==> src/rtl/systolic_drain.sv <==
// rtl/systolic_drain.sv - snapshots PE accumulators on tile_done, rescales/saturates, streams one row per beat
module systolic_drain #(
  parameter int ROWS  = 4,
  parameter int COLS  = 4,
  parameter int AW    = 48,
  parameter int OW    = 16,
  parameter int SHIFT = 0,
  localparam int RW   = (ROWS > 1) ? $clog2(ROWS) : 1
) (
  input  logic                     clk,
  input  logic                     rst,
  input  logic [ROWS*COLS*AW-1:0]  acc_in,
  input  logic                     tile_done,
  output logic [COLS*OW-1:0]       out_data,
  output logic                     out_valid,
  input  logic                     out_ready,
  output logic [RW-1:0]            out_row,
  output logic                     out_last,
  output logic                     out_sat,
  output logic                     busy,
  output logic                     tile_out_done,
  output logic                     overrun
);

  typedef enum logic {IDLE, STREAM} state_t;

  localparam int          RSH  = (SHIFT > 0) ? SHIFT - 1 : 0;
  localparam logic [AW:0] RND  = (SHIFT > 0) ? ((AW+1)'(1) << RSH) : '0;
  localparam logic [AW:0] MAXV = ((AW+1)'(1) << (OW - 1)) - (AW+1)'(1);
  localparam logic [AW:0] MINV = ~MAXV;
  localparam logic [RW-1:0] LAST_ROW = RW'(ROWS - 1);

  state_t r_state, w_state_nxt;

  logic [ROWS-1:0][COLS*OW-1:0] r_snap_data, w_snap_data;
  logic [ROWS-1:0]              r_snap_sat,  w_snap_sat;
  logic [RW-1:0]                r_row;
  logic                         r_tod;
  logic                         r_overrun;

  logic w_valid, w_xfer, w_last_xfer, w_capture, w_drop;

  // Returns {sat, value}; the extra headroom bit keeps the rounding add from wrapping.
  function automatic logic [OW:0] conv(input logic [AW-1:0] a);
    logic signed [AW:0] t;
    logic signed [AW:0] s;
    t = $signed({a[AW-1], a}) + $signed(RND);
    s = t >>> SHIFT;
    if (s > $signed(MAXV))      conv = {1'b1, MAXV[OW-1:0]};
    else if (s < $signed(MINV)) conv = {1'b1, MINV[OW-1:0]};
    else                        conv = {1'b0, s[OW-1:0]};
  endfunction

  always_comb begin
    logic [OW:0] w_e;
    w_snap_data = '0;
    w_snap_sat  = '0;
    for (int r = 0; r < ROWS; r++) begin
      for (int c = 0; c < COLS; c++) begin
        w_e = conv(acc_in[(r*COLS+c)*AW +: AW]);
        w_snap_data[r][c*OW +: OW] = w_e[OW-1:0];
        w_snap_sat[r] = w_snap_sat[r] | w_e[OW];
      end
    end
  end

  assign w_valid     = (r_state == STREAM);
  assign w_xfer      = w_valid && out_ready;
  assign w_last_xfer = w_xfer && (r_row == LAST_ROW);
  // A new tile is accepted only when the holding buffer is free or freeing this very cycle.
  assign w_capture   = tile_done && (!w_valid || w_last_xfer);
  assign w_drop      = tile_done && w_valid && !w_last_xfer;

  always_ff @(posedge clk) begin
    if (rst) r_state <= IDLE;
    else     r_state <= w_state_nxt;
  end

  always_comb begin
    w_state_nxt = r_state;
    case (r_state)
      IDLE:    if (tile_done) w_state_nxt = STREAM;
      STREAM:  if (w_last_xfer && !tile_done) w_state_nxt = IDLE;
      default: w_state_nxt = IDLE;
    endcase
  end

  always_ff @(posedge clk) begin
    if (rst) begin
      r_snap_data <= '0;
      r_snap_sat  <= '0;
      r_row       <= '0;
      r_tod       <= 1'b0;
      r_overrun   <= 1'b0;
    end else begin
      r_tod <= w_last_xfer;
      if (w_drop) r_overrun <= 1'b1;
      if (w_capture) begin
        r_snap_data <= w_snap_data;
        r_snap_sat  <= w_snap_sat;
        r_row       <= '0;
      end else if (w_xfer) begin
        r_row <= w_last_xfer ? '0 : r_row + RW'(1);
      end
    end
  end

  assign out_valid     = w_valid;
  assign busy          = w_valid;
  assign out_row       = r_row;
  assign out_data      = w_valid ? r_snap_data[r_row] : '0;
  assign out_sat       = w_valid && r_snap_sat[r_row];
  assign out_last      = w_valid && (r_row == LAST_ROW);
  assign tile_out_done = r_tod;
  assign overrun       = r_overrun;

endmodule

==> config.mk <==
export PLATFORM = sky130hd
export DESIGN_NAME = systolic_drain
export DESIGN_NICKNAME = d
export VERILOG_FILES = /design/src/rtl/systolic_drain.sv
export SDC_FILE = /design/constraint.sdc
export NUM_CORES = 1
export LEC_CHECK = 0
export CAP_MARGIN = 20
export CORE_AREA = 4 4 326 328
export DETAILED_ROUTE_END_ITERATION = 10
export DIE_AREA = 0 0 330 332
export PLACE_DENSITY = 0.35
export SYNTH_ARGS = -nofsm -noshare
export SYNTH_HDL_FRONTEND = slang
export SYNTH_SLANG_ARGS = --single-unit
==> constraint.sdc <==
create_clock -name clk -period 3.5 [get_ports clk]
set_input_delay 0.7 -clock clk [delete_from_list [all_inputs] [get_ports clk]]
set_output_delay 0.7 -clock clk [all_outputs]
set_load 0.05 [all_outputs]
---- Yosys cells after proc, flatten, opt, wreduce, memory -nomap -nowiden ----
Index checks and enable logic that the tools add are counted.
word-level totals
  register bits after elaboration ......... 265
  input port bits ......................... 772
  output and inout bits ................... 72
cells by class
  add/subtract/negate cells ............... 1
  $lt $le $gt $ge ......................... 33
  eq/ne operators ......................... 1
  mux-type cells .......................... 41
  bitwise logic cells ..................... 13
  reduce and logical (&&, ||, !) cells .... 13
operators with widths
  kind                                                                    number
  48-bit by 16-bit > comparator with 1-bit output, second input constant  16
  48-bit by 16-bit < comparator with 1-bit output, second input constant  16
  17-bit two-way mux                                                      32
  64-bit binary-select mux with 2-bit select                              1
  64-bit two-way mux                                                      2
  1-bit OR                                                                12
  1-bit logical AND                                                       8
  1-bit logical NOT                                                       3
  2-bit by 3-bit < comparator with 1-bit output, second input constant    1
  1-bit two-way mux                                                       3
  2-bit by 1-bit adder with 2-bit output, second input constant           1
  1-bit binary-select mux with 2-bit select                               1
  2-bit equality test, second input constant                              1
  2-bit two-way mux                                                       1
  1-bit one-hot mux with 2 select lines                                   1
  2-bit OR reduction                                                      1
  1-bit logical OR                                                        1
  1-bit inverter                                                          1

---- Logic depth before layout (Yosys ltp) ----
  depth after elaboration ................. 6
  depth in mapped cells ................... 8

---- Least setup slack after synthesis ----
No wires, ideal clock.
  path type ............................... register to output
  start point ............................. reg r_row[1], in the netlist out_row[1]
  end point ............................... out out_data[26]
  arrival time ............................ 2.588 ns
  data required time ...................... 2.800 ns
  slack ................................... 0.212 ns
  stages on the path, launching flop included .. 5
  cells stage by stage .................... dfxtp_1 buf_1 buf_1 mux4_2 and2_1
between the ends
  cells in the longest elaborated chain, start to end .. 3
RTL lines
  element                                     line  text
  start, declared                             37    logic [RW-1:0] r_row;
  start signal, assigned                      103   r_row <= w_last_xfer ? '0 : r_row + RW'(1);
  64-bit binary-select mux with 2-bit select  111   assign out_data = w_valid ? r_snap_data[r_row] : '0;
  64-bit two-way mux (implied by the code)    111
  64-bit two-way mux                          111
  end, declared                               14    output logic [COLS*OW-1:0] out_data,
Every way passes these cells. The select of a mux whose other input is x is not followed.

---- Worst setup path after layout ----
  start point ............................. reg r_row[0], in the netlist out_row[0]
  end point ............................... out out_data[32]
Same word-level chain as after synthesis.

==> impl_metrics.yaml <==
global_route:
  grt-ovfl-total: 0
  grt_max_degree: 94
  grt_pass1_vias: 18721
  grtUsageTotal_pct: 17.5
  antenna_found_initial: 33
  grt_pass1_wl_mm: 138
die:
  initial_utilization_pct: 13.8
  die-area_um2: 110000
  die_x_um: 330
  rows: 118
  io_pins: 844
  core_area_um2: 103000
  die_h_um: 332
finish:
  fin_util_pct: 25.3
  final_common_cell: "clkdlybuf4s50_1"
  area_growth_pct: 83.5
  final_cell_mix: "786 x clkdlybuf4s50_1, 277 x nor2_1, 262 x dfxtp_1, 235 x nand2_1, 212 x a211oi_1"
  layout.cells.non_filler: 4013
  num-nets-final: 3359
  seqCellArea_um2: 5320
  multiInputGateArea_um2: 8520
  drive_gt1_share_pct: 10.5
  fill_cells: 11239
detailed_routing:
  drcViolationCount: 0
  vias: 17677
  firstDrtPassIters: 5
  drtIter0Drc: 956
  wl_mm: 101
  wl_per_cell_um: 25.2
  vias_per_cell: 4.40
  drtAntennaViolNets: 0
power_and_ir_drop:
  leakagePower_nw: 9.12
  switching_power_mw: 2.74
  combPwrFrac_pct: 23.7
  powerDensity_nw_per_um2: 372
  ir_worst_vdd_uv: 295
  clockPowerShare_pct: 41.1
  swShare_pct: 28.2
  design_power_total_mw: 9.73
  intPower_mw: 6.98
  pwr-share-seq_pct: 35.2
setup_path:
  critPathArrivalTime_ps: 2650
  end_kind: "output port"
  cp_max_fo: 32
  crit-reg2reg-launch: "out_row[1]"
  crit_required_ps: 2800
  startpoint_type: "flop"
  crit_type: "flop to output port"
  setup.worst_path.start: "out_row[0]"
logic_synthesis:
  syn_inst: 1736
  ys_async_sr_fraction_pct: 0
  ys.flop_type: "dfxtp_1"
  synth_warnings: 0
  netlist.area_leader.share_pct: 37.2
  yosysTopAreaCell: "dfxtp_1"
  synth_area_leaders: "dfxtp_1 37%, a211oi_1 11%, mux4_2 10%"
  syn_area_per_cell_um2: 8.21
  yosysUniqueCellTypes: 43
  synth_area_um2: 14300
  seq_area_frac_synth_pct: 37.2
  synth_seq_cells: 265
  synth_edf_count: 0
  syn_nets: 2509
timing:
  rsz0062_at_grt: "false"
  hold_violations: 0
  skew_ps: 12.6
  setup_viol: 0
  timing.fmax_mhz: 298
  maxSlewViolCount: 0
  worst_slew_pin_slew_ps: 906
  post-route-period-util_pct: 95.8
  fin_tns_setup_ps: 0
  relSlewSlack_pct: 39.5
  layout_min_cycle_time_ps: 3350
placement:
  dp.cells: 3920
  gp_congestion: 0.901
  io_buffer_count: 843
  post-dp-hpwl_mm: 82.7
cts:
  cts.sinks: 265
  clk_latency_ps: 530
  cts_max_level: 2
  clk_path_buf_depth: 3
  cts_buffers: 38
  clockRootBuffer: "clkbuf_16"
  path_clk_slew_ps: 60
  cts_hold_buffers: 0
  cts_tree: "built"
hold_path:
  hold_path.class: "flop to flop"
  hp-start: "r_snap_data[63]"
job:
  drv_cap: 0
status:
  status: "complete, no violations"
==> power by group through the flow <==
stage,clock network (mW),registers (mW),logic [mW]
global route,4.28,3.45,2.48
detailed placement,0,3.49,2.33
global placement,0,3.48,2.32
floorplan,0,3.41,0.841
finish,4.00,3.42,2.30
CTS,4.17,3.42,2.34
==> stage by stage <==
step | area (µm²) | hold WS, ps | setup slack (ps)
6_report | 26100 | 456 | 146
4_1_cts | 26100 | 459 | 33.9
3_3_place_gp | 24800 | 449 | 94.7
5_1_grt | 26100 | 473 | 51.0
2_1_floorplan | 14300 | 429 | 212
3_5_place_dp | 24800 | 450 | 106
==> path summary, 6_finish.rpt <==
path,to,slack [ps],cells past startpoint
min reg2reg,r_snap_data[63],460,2
max,out_data[32],150,3
max reg2reg,r_snap_data[90],590,7
min,r_snap_data[63],460,2
==> per-layer routing <==
| layer | global-route usage, % | wire length, µm |
|---|---|---|
| met1 | 20.6 | 40700 |
| met2 | 31.0 | 50500 |
| met3 | 4.95 | 7690 |
| met4 | 4.48 | 2180 |
| met5 | 0 | 116 |
==> cells in the mapped netlist (4+ instances only) <==
master    count
nand2_1     236
and4_1       13
a41o_1        5
a21oi_1      49
nor3_1       58
nor4_1      119
nand3_1       9
inv_1        11
or4_1        23
dfxtp_1     265
and2_1       69
buf_1        13
clkbuf_1    102
a31oi_1       8
or3_1         9
and3_1        7
o31a_1        4
nand4_1     139
a211oi_1    212
o21ai_1       7
nor2_1      278
mux4_2       65
==> flip-flops by register name, summed over array words and instances, names as in the netlist <==
signal and flops:
busy 1, tile_out_done 1, r_snap_data 256, overrun 1, r_snap_sat 4, out_row 2
==> cells by family after synthesis <==
kind of cell	count (synthesis)	synth area share, %
AO/OA/AOI/OAI	312	15.8
flip-flops	265	37.2
adder cells (fa/ha/maj)	1	0.0878
multiplexers	66	10.3
buffers and inverters	129	3.44
AND/OR/NAND/NOR	963	33.1
==> worst max-delay path, cell delays in order (launching register included) <==
cell and delay (ps):
dfxtp_4 740, mux4_2 320, and2_1 130, clkdlybuf4s50_1 880
==> area by class of cell <==
type,instances,share of cell area [%]
Antenna cell,20,0.191
Clock buffer,54,4.34
Clock inverter,13,0.593
Inverter,11,0.158
Multi-Input combinational cell,1342,32.6
Sequential cell,265,20.3
Tap cell,1380,6.60
Timing Repair Buffer,928,35.2
==> timing repair <==
action | 4_1_cts | 5_1_grt
hold endpoints to repair | 0 | 0
setup buffers | 6 | 0
cloned | 0 | 0
pin swaps | 0 | 0
resized for setup | 13 | 2
endpoints found under the setup margin | 14 | 2
Note: power is estimated with default switching activity, not from simulation.
==> RTL edit 1: new RTL, same flow settings <==
The parameter `COLS` goes from 4 to 2.
--- a/src/rtl/systolic_drain.sv
+++ b/src/rtl/systolic_drain.sv
@@ -2,5 +2,5 @@
 module systolic_drain #(
   parameter int ROWS  = 4,
-  parameter int COLS  = 4,
+  parameter int COLS  = 2,
   parameter int AW    = 48,
   parameter int OW    = 16,
Ports: changed (resized acc_in and out_data); port bits go from 844 to 428. No check against the original RTL was run, so the function may have changed too.
==> RTL edit 1 against the original RTL <==
First-iteration DRC count fell by 48%; worst setup slack got worse by 0.0032 ns; clock skew grew 0.00065 ns; count of clock-buffer cells in the layout fell by 37; final cell count decreased by 33%; routed wire length down 53%; non-clock buffer count fell by 461; power down 51%; register-to-register slack better by 0.23 ns; area after synthesis fell by 48%; cell area decreased by 46%; worst hold slack worse by 0.0026 ns; sequential cell count fell by 128; critical endpoint is now out_data[11].
==> RTL edit 1: results (changes against the original RTL) <==
Run status
The flow ran to the end, and the final reports show no timing, DRC or antenna violations.

Final layout
The core occupancy in the finished layout is 13.71% (-12 points). The fraction of area in multi-input gates is 31.58% (-1.0 points). The number of diodes is 4 (-80%). The number of clock buffer instances in the layout is 17 (-69%). The count of non-filler cells in the finished layout is 2689 (-33%). The final-stage net count is 1681 (-50%). The count of inverters not on the clock network in the layout is 2 (-9). The number of non-clock buffers was 467 (-50%). The number of fillers in the final layout was 11730 (+4.4%).

The fraction of final layout cells with drive strength greater than 1 is 11.19% (+0.70 points). The number of flip-flops in the largest register is 128 (-50%). The buffer share of cell area is 32.76% (-2.4 points). The clock network area share is 3.918% (-1.0 points). The fraction of area in registers is 19.41% (-0.92 points).

Synthesis
The post-synthesis net count is 1262 (-50%). The share of the synthesized area in the top cell type is 36.81% (-0.42 points). By count the netlist is led by 137 x dfxtp_1, 132 x nor2_1, 108 x a211oi_1, 80 x nand2_1, 70 x nor3_1. The mux contribution to synthesized area is 10.11% (-0.23 points).

The adder and majority cell fraction of the synthesized area is 0.1679% (+0.080 points). Ranked by total cell area, the synthesized netlist is headed by dfxtp_1 37%, a211oi_1 11%, mux4_2 10%, nor2_1 6.6%, nand4_1 5.8%. The number of different library cells in the post-synthesis netlist was 35 (-19%). The share of the synthesized area in compound gates (AO/OA/AOI/OAI) came to 16.47% (+0.67 points). The mean instance size in the synthesized netlist is 8.535 sq um (+4.0%).

Global routing
The first-pass GRT wire length is 66900 microns (-52%). The global-route usage over all layers is 8.443% (-9.0 points). The via count of the first global-routing pass is 9309 (-50%). The pin count of the biggest net entering global routing came to 63 (-33%).

STA
The headroom to the max-slew limit was 52.39% (+13 points). The worst-case clock skew was 0.01327 ns (+0.0006523 ns).

Critical path
The maximum fanout along the worst path is 36 (+13%). The data arrival at the endpoint of the critical path is 2.66 ns (about the same). The delay of the slowest cell on the worst path is 0.72 ns (-0.16 ns).

Placed design
The port buffer count was 427 (-49%). The placed standard-cell area came to 13570 sq um (-45%). The detailed placement HPWL came to 38220 microns (-54%). The placer's final routability congestion estimate is 0.8174 (-9.3%).

The setup slack after placement was 0.3962 ns (+0.2898 ns).

Clock tree
The number of buffers inserted during clock tree synthesis is 17 (-55%). The number of gates resized after CTS came to 0 (-13). The setup fix buffers added after clock tree synthesis is 0 (-6).

The number of H-tree branching levels is 4 (+2).

Routing
The via total after detailed routing is 8849 (-50%). The routed length per placed instance is 17.71 microns (-30%).

Pwr
The worst ir drop on vdd is 183.8 uV (-38%). The internal power is 3.254 mW (-53%).
-- RTL edit 1: layer usage --
metal	global-route usage (%)	vias up	wire (microns)
met4	1.401	8	434
li1	-	4229	-
met1	10.23	4243	20090
met2	14.61	333	23350
met3	2.901	36	3677
met5	0	-	65
-- RTL edit 1: power groups by stage --
| stage | combinational, mW | clock [mW] | sequential (mW) |
|---|---|---|---|
| 4_1_cts | 1.20 | 1.87 | 1.78 |
| 3_5_place_dp | 1.20 | 0 | 1.81 |
| 2_1_floorplan | 0.455 | 0 | 1.77 |
| 5_1_grt | 1.28 | 1.93 | 1.79 |
| 3_3_place_gp | 1.19 | 0 | 1.81 |
| 6_report | 1.18 | 1.78 | 1.77 |
-- RTL edit 1: path summary, 6_finish.rpt --
kind / startpoint / endpoint / slack, ns / cells after the start
max reg2reg: busy / r_snap_data[43] / 0.82 / 6
max: out_row[1] / out_data[11] / 0.14 / 4
min reg2reg: r_snap_data[111] / r_snap_data[111] / 0.45 / 2
min: r_snap_data[111] / r_snap_data[111] / 0.45 / 2
==> RTL edit 2: new RTL, same flow settings <==
Without the edit above. Put one more register stage on the output `overrun`, without a reset. The value now appears one clock later. The other outputs are not delayed to match.
--- a/src/rtl/systolic_drain.sv
+++ b/src/rtl/systolic_drain.sv
@@ -113,5 +113,7 @@
   assign out_last      = w_valid && (r_row == LAST_ROW);
   assign tile_out_done = r_tod;
-  assign overrun       = r_overrun;
+  always_ff @(posedge clk) begin
+    overrun <= r_overrun;
+  end
 
 endmodule
Function: changed (a bounded check fails within 4 cycles, from zero or initial values and one cycle with rst high).
==> RTL edit 2 against the original RTL <==
Worst setup slack better by 0.018 ns; sequential cell count is 1 higher; cell area is 0.36% lower; power is 1.7% lower; critical path depth stayed put; final cell count is 0.15% lower; clock power is 5% lower; area after synthesis is 0.14% higher; largest cell class unchanged; routed wire length is 1.2% lower.
==> RTL edit 2: results (changes against the original RTL) <==
STA
The worst-case clock skew is 0.02556 ns (+0.01294 ns). The minimum hold slack is 0.3871 ns (-0.06928 ns). The transition at the pin with the smallest max-transition slack is 1.071 ns (+0.1648 ns).

Routing
The met3 wire length is 6893 microns (-10%). The via total after detailed routing is 17780 (+0.57%). The number of violations reported at the end of detailed-routing iteration 0 is 937 (-2.0%). The met2 layer wire length in the routed design is 50870 microns (+0.82%). The total wire length after detailed routing is 99970 microns (-1.2%). The sum of routed wire segments on met1 is 40070 microns (-1.5%).

Global routing
The met3 track utilization from global routing was 4.094% (-0.85 points). The met2 layer usage reported by global route is 31.21% (+0.23 points). The pin count of the biggest net entering global routing is 76 (-19%).

The first-pass GRT wire length is 138300 microns (about the same). The routing usage on met1 was 20.41% (-0.16 points). The via count of the first global-routing pass is 18990 (+1.4%). The initial antenna violation count was 29 (-12%).

Synthesis
The part of the Yosys area used for sequential elements is 37.31% (+0.088 points). Yosys attributes the largest share of cell area to dfxtp_1 37%, a211oi_1 11%, mux4_2 10%, nor2_1 7.3%, nand2_1 6.2%. The mean instance size in the synthesized netlist is 8.216 sq um (about the same).

Ranked by instance count, the synthesized netlist is headed by 278 x nor2_1, 266 x dfxtp_1, 236 x nand2_1, 212 x a211oi_1, 139 x nand4_1. The post-synthesis net count is 2510 (+0.040%).

Final layout
The count of non-filler cells in the finished layout is 4007 (-0.15%). The fraction of final layout cells with drive strength greater than 1 is 10.49% (about the same).

Worst hold path
In this run the most critical hold path is launched from r_overrun. The path with the worst hold slack has its endpoint at overrun. The number of instances on the worst hold path is 0 (-2).

Placed design
The count of placed standard cells including taps is 3928 (+0.20%). The detailed placement HPWL is 83030 microns (+0.46%).

Critical path
The data arrival at the endpoint of the critical path is 2.64 ns (about the same). The maximum fanout along the worst path is 12 (-63%). The worst reg-to-reg path cell count is 6 (-1).

Clock tree
The setup fix buffers added after clock tree synthesis is 0 (-6). The number of buffers inserted during clock tree synthesis is 36 (-5.3%). The clock insertion delay at the later pin of the skew report is 0.55 ns (+0.02 ns).

Pwr
The internal power is 6.806 mW (-2.5%). The part of the total power dissipated in sequential elements is 35.9% (+0.7 points).

Run status
The flow ran to the end, and the final reports show no timing, DRC or antenna violations.
[RTL edit 2: cell count changes after synthesis]
cell     delta
dfxtp_1     +1
[RTL edit 2: cells by family (layout without fill, tap and decap cells)]
kind of cell,after synthesis,after routing,synth area share [%]
mux,66,66,10.33
compound gates,312,312,15.78
fa+ha+maj,1,1,0.08766
other cells,0,15,0
flops,266,266,37.31
simple gates,963,963,33.05
buf+inv,129,1004,3.437
[RTL edit 2: repair_timing]
action                                  in CTS  in global routing
hold endpoints to repair                     0                  0
gates resized for setup                     18                  0
endpoints found under the setup margin      18                  0
[RTL edit 2: final cells by class]
class | count | area (sq um)
fillers | 11200 | 77150
repair buffers | 929 | 9156
multi-input cells | 1342 | 8528
flip-flops and latches | 266 | 5336
well taps | 1380 | 1727
clock buffers | 51 | 1067
clock inverters | 13 | 158.9
inverters | 11 | 41.29
diodes | 15 | 37.54
[RTL edit 2: metrics by stage]
step                      total power [mW]  setup slack (ns)  utilization (%)  instance area [sq um]
final                                9.561            0.1640            25.24                  26050
after detailed placement             5.831            0.1174            24.04                  24810
after floorplan                      4.268            0.2122                -                  14270
after CTS                            9.760           0.09566            25.21                  26020
after global routing                 10.04           0.08023            25.24                  26050
after global placement               5.822            0.1153            24.04                  24810
[RTL edit 2: how the worst max path moves through the flow]
stage / start / endpoint / slack (ns)
6_report: out_row[1] / out_data[47] / 0.16
5_1_grt: out_row[1] / out_data[45] / 0.08
4_1_cts: out_row[1] / out_data[45] / 0.1
3_5_place_dp: acc_in[561] / r_snap_sat[2] / 0.12
3_3_place_gp: acc_in[561] / r_snap_sat[2] / 0.12
2_1_floorplan: out_row[1] / out_data[26] / 0.21
[RTL edit 2: critical path, stage by stage, from the launching register on]
cell and delay (ns):
dfxtp_4 0.55, mux4_2 0.56, and2_1 0.20, clkdlybuf4s50_1 0.75
